File: src/rtl/async_sender.sv
// async_sender: bundled-data 4-phase sender.
// A word accepted on the valid/ready interface is placed on BusData. One cycle later rqst
// is raised. The block then waits for the synchronized ack to rise, drops rqst, and waits
// for ack to fall before it reports completion with a one-cycle sent pulse.
//
// Build option: define ASYNC_SENDER_FIFO_EN to replace the single holding register with
// a 4-entry FIFO. Without the macro, one holding register buffers a single word.

module async_sender #(
  parameter int unsigned B = 4
) (
  input  logic         clk,
  input  logic         rst,
  input  logic         valid,
  input  logic [B-1:0] din,
  output logic         ready,
  input  logic         ack,
  output logic         rqst,
  output logic [B-1:0] BusData,
  output logic         sent
);

  typedef enum logic [1:0] {
    IDLE    = 2'd0,
    SETUP   = 2'd1,
    RQST    = 2'd2,
    RELEASE = 2'd3
  } state_t;

  state_t state;

  // ack comes from another timing domain; only acksync is used past this point.
  logic ack_meta;
  logic acksync;

  // Storage interface shared by both build variants.
  logic         push;    // word accepted this cycle
  logic         pop;     // FSM takes the oldest stored word this cycle
  logic         stored;  // at least one word waiting
  logic [B-1:0] head;    // oldest stored word

  assign push = valid && ready;
  // A new handshake starts only from IDLE, only with a word on hand, and only once the
  // receiver has dropped ack from the previous handshake.
  assign pop  = (state == IDLE) && stored && !acksync;

  // Two-flop synchronizer for the receiver acknowledge.
  always_ff @(posedge clk or posedge rst) begin
    if (rst) begin
      ack_meta <= 1'b0;
      acksync  <= 1'b0;
    end else begin
      ack_meta <= ack;
      acksync  <= ack_meta;
    end
  end

`ifdef ASYNC_SENDER_FIFO_EN

  logic [B-1:0] mem [4];
  logic [1:0]   wr_ptr;
  logic [1:0]   rd_ptr;
  logic [2:0]   count;

  assign ready  = (count != 3'd4);
  assign stored = (count != 3'd0);
  assign head   = mem[rd_ptr];

  // FIFO pointers and occupancy; a push and pop in the same cycle leave count unchanged.
  always_ff @(posedge clk or posedge rst) begin
    if (rst) begin
      wr_ptr <= 2'd0;
      rd_ptr <= 2'd0;
      count  <= 3'd0;
    end else begin
      if (push) begin
        wr_ptr <= wr_ptr + 2'd1;
      end
      if (pop) begin
        rd_ptr <= rd_ptr + 2'd1;
      end
      case ({push, pop})
        2'b10:   count <= count + 3'd1;
        2'b01:   count <= count - 3'd1;
        default: count <= count;
      endcase
    end
  end

  // FIFO storage array; cleared on reset so head never reads unknown data.
  always_ff @(posedge clk or posedge rst) begin
    if (rst) begin
      for (int i = 0; i < 4; i++) begin
        mem[i] <= '0;
      end
    end else if (push) begin
      mem[wr_ptr] <= din;
    end
  end

`else

  logic [B-1:0] hold_q;
  logic         full_q;

  assign ready  = !full_q;
  assign stored = full_q;
  assign head   = hold_q;

  // Single holding register; push only when empty and pop only when full, so they never
  // coincide.
  always_ff @(posedge clk or posedge rst) begin
    if (rst) begin
      hold_q <= '0;
      full_q <= 1'b0;
    end else if (push) begin
      hold_q <= din;
      full_q <= 1'b1;
    end else if (pop) begin
      full_q <= 1'b0;
    end
  end

`endif

  // Handshake FSM with registered rqst, BusData and sent.
  always_ff @(posedge clk or posedge rst) begin
    if (rst) begin
      state   <= IDLE;
      rqst    <= 1'b0;
      BusData <= '0;
      sent    <= 1'b0;
    end else begin
      sent <= 1'b0;
      case (state)
        IDLE: begin
          if (pop) begin
            BusData <= head;
            state   <= SETUP;
          end
        end
        // One full cycle of data setup before rqst rises.
        SETUP: begin
          rqst  <= 1'b1;
          state <= RQST;
        end
        RQST: begin
          if (acksync) begin
            rqst  <= 1'b0;
            state <= RELEASE;
          end
        end
        RELEASE: begin
          if (!acksync) begin
            sent  <= 1'b1;
            state <= IDLE;
          end
        end
        default: begin
          rqst  <= 1'b0;
          state <= IDLE;
        end
      endcase
    end
  end

endmodule
File: config.mk
export PLATFORM = sky130hd
export DESIGN_NAME = async_sender
export DESIGN_NICKNAME = d
export VERILOG_FILES = /design/src/rtl/async_sender.sv
export SDC_FILE = /design/constraint.sdc
export NUM_CORES = 1
export LEC_CHECK = 0
export CAP_MARGIN = 30
export CORE_UTILIZATION = 50
export CTS_CLUSTER_SIZE = 30
export DETAILED_ROUTE_END_ITERATION = 7
export PLACE_DENSITY = 0.83
export SLEW_MARGIN = 25
export SYNTH_ARGS = -nofsm -noshare
export SYNTH_HDL_FRONTEND = slang
export SYNTH_SLANG_ARGS = --single-unit
export TNS_END_PERCENT = 50
File: constraint.sdc
create_clock -name clk -period 3.05 [get_ports clk]
set_input_delay 0.61 -clock clk [delete_from_list [all_inputs] [get_ports clk]]
set_output_delay 0.61 -clock clk [all_outputs]
set_load 0.01 [all_outputs]
==> reports/qor.yml <==
cts_buffers: 3
ctsResizeCount: 0
grt_pass1_wl_um: 1750
yosys.area.top_type: "dfrtp_1"
worst_pin_slew_ns: 0.531
status: "finished, final reports clean"
post_cts_buffers: 0
yosysMostFrequentCell: "dfrtp_1"
yosysSeqAreaShare_pct: 56.5
dp_worst_setup_slack_ns: 1.28
r2r_setup_slack_ns: 1.30
clk_latency_ns: 0.28
cap_viol_max_count: 0
wl_per_cell_um: 12.8
use_met3_pct: 5.23
fin_ws_ns: 1.15
synth_cells: 49
irDropWorstVdd_mv: 0.524
rsz0062_at_grt: "no"
top_level_ports: 15
die_area_um2: 1480
seqPwrFrac_pct: 42.1
cts_buffer_depth: 2
worstSetupStartpointType: "register"
p_leak_nw: 0.393
syn_area_um2: 664
post-route-period-util_pct: 62.4
swShare_pct: 31.6
clockRootBuffer: "clkbuf_4"
maxSlewHeadroom_pct: 64.6
crit_arrival_ns: 1.29
drt_pass1_iterations: 3
grt_max_degree: 16
rr_worst_depth: 5
p_int_mw: 0.562
min_period_ns: 1.90
num_rows: 12
power_density_nw_per_um2: 981
synth.top_cell.area_share_pct: 56.5
ctsHoldBuffers: 0
grtUsageMet2_pct: 30.1
clkPwrFrac_pct: 13.5
initial_core_util_pct: 56.7
cts.sinks: 15
clk_pin_slew_worst_paths_ns: 0.08
synth_common_cells: "dfrtp_1 (15), inv_1 (5), mux2_2 (5)"
tns_ns: 0
dp_hpwl_um: 803
worstPathRequired_ns: 2.44
gp_congestion: 0.756
ys_warn_count: 0
grt_antenna_before_repair: 0
synth_edf_count: 0
path_class: "reg -> out"
grt_use_met1_pct: 22.9
ys_ff_latch: 15
htree_num_levels: 1
die_w_um: 38.5
vias_per_cell: 5.14
grt.total_usage_pct: 18.8
fin_area_um2: 837
postRouteAntennaNets: 0
numPortBuffers: 14
drv_slew: 0
core_um2: 1170
num-nets-final: 79
cts_tree: "built"
synth_cell_type_count: 16
fmax_mhz: 526
drive_gt1_share_pct: 21.2
syn_area_per_cell_um2: 13.6
areaGrowthSynthToFinish_pct: 26.0
busiest_layer: "met2"
die_h_um: 38.5
holdWs_ns: 0.358
worst_setup_path_end_kind: "primary output"
async_flop_share_pct: 100
crit_end: "ready"
utilization_pct: 71.5
combPwrFrac_pct: 44.4
synth_area_leaders: "dfrtp_1 (56%), mux2_4 (9.0%), mux2_2 (8.5%)"
hold_viol: 0
placed_cell_area_um2: 811
drc: 0
fin_worst_skew_ns: 0.00298
worstPathMaxFanout: 4
synth_flop_cell: "dfrtp_1"
critPathLaunch: "full_q"
synth_nets: 61
switchingPower_mw: 0.259
finalSetupViolations: 0
hp-class: "reg -> reg"
r2r_end: "BusData[0]"
finalWirelength_um: 1020
rr_startpoint: "state[0]"
fillCellCount: 85
first_iter_violations: 4
diodes: 0
vias: 411
grt.overflow.total: 0
grt_pass1_vias: 401
power by group through the flow:
stage          clock (mW)  sequential (mW)  combinational [mW]
2_1_floorplan           0            0.353               0.229
3_3_place_gp            0            0.346               0.352
3_5_place_dp            0            0.350               0.370
4_1_cts             0.115            0.346               0.371
5_1_grt             0.121            0.359               0.406
6_report            0.111            0.345               0.365
through the flow:
stage | std cells | power [mW]
floorplan | 49 | 0.582
global placement | 76 | 0.697
detailed placement | 76 | 0.719
CTS | 80 | 0.832
global route | 80 | 0.886
finish | 80 | 0.821
registers in the layout, indices dropped and copies added, names as in the netlist:
register  flops
full_q        1
sent          1
ack_meta      1
head          4
rqst          1
state         2
acksync       1
BusData       4
worst min-delay path by stage:
stage,cells past startpoint,slack [ns],from,endpoint
3_5_place_dp,0,0.34,ack_meta,acksync
2_1_floorplan,0,0.33,ack_meta,acksync
5_1_grt,0,0.37,ack_meta,acksync
4_1_cts,0,0.36,ack_meta,acksync
3_3_place_gp,0,0.33,ack_meta,acksync
6_report,0,0.36,ack_meta,acksync
cells by family (layout without fill, tap and decap cells):
kind of cell	count (synthesis)	in the layout	synth area share (%)
AO/OA/AOI/OAI	6	6	4.90
adder cells (fa/ha/maj)	4	4	7.53
buffers and inverters	7	24	5.08
flip-flops	15	15	56.5
multiplexers	10	10	19.0
AND/OR/NAND/NOR	7	7	6.97
layer usage:
layer	vias up	part of all wire (%)
li1	198	-
met1	201	44
met2	10	50
met3	2	3.2
met4	0	2.5
met5	-	0
worst max-delay path, cell delays in order (launching register included):
cell and delay, ns:
dfrtp_1 0.42, inv_2 0.07, clkdlybuf4s50_1 0.52
cell usage in the layout, fill, tap and decap left out, types with 2 or more instances in the layout:
master,netlist,routed
ha_1,4,4
nor3b_1,2,2
inv_1,5,5
dfrtp_1,15,15
mux2_4,4,4
mux2_2,5,5
a21oi_1,3,3
nand3_1,2,2
clkdlybuf4s50_1,0,14
o21ai_0,2,2
clkbuf_4,0,3
layout make-up:
type | count | area, um^2 | share of cell area (%)
clock buffers | 4 | 26.3 | 3.14
inverters | 6 | 22.5 | 2.69
multi-input cells | 27 | 255 | 30.5
flip-flops and latches | 15 | 375 | 44.8
well taps | 14 | 17.5 | 2.09
repair buffers | 14 | 140 | 16.7
No activity file was read; power rests on OpenSTA's default activity.
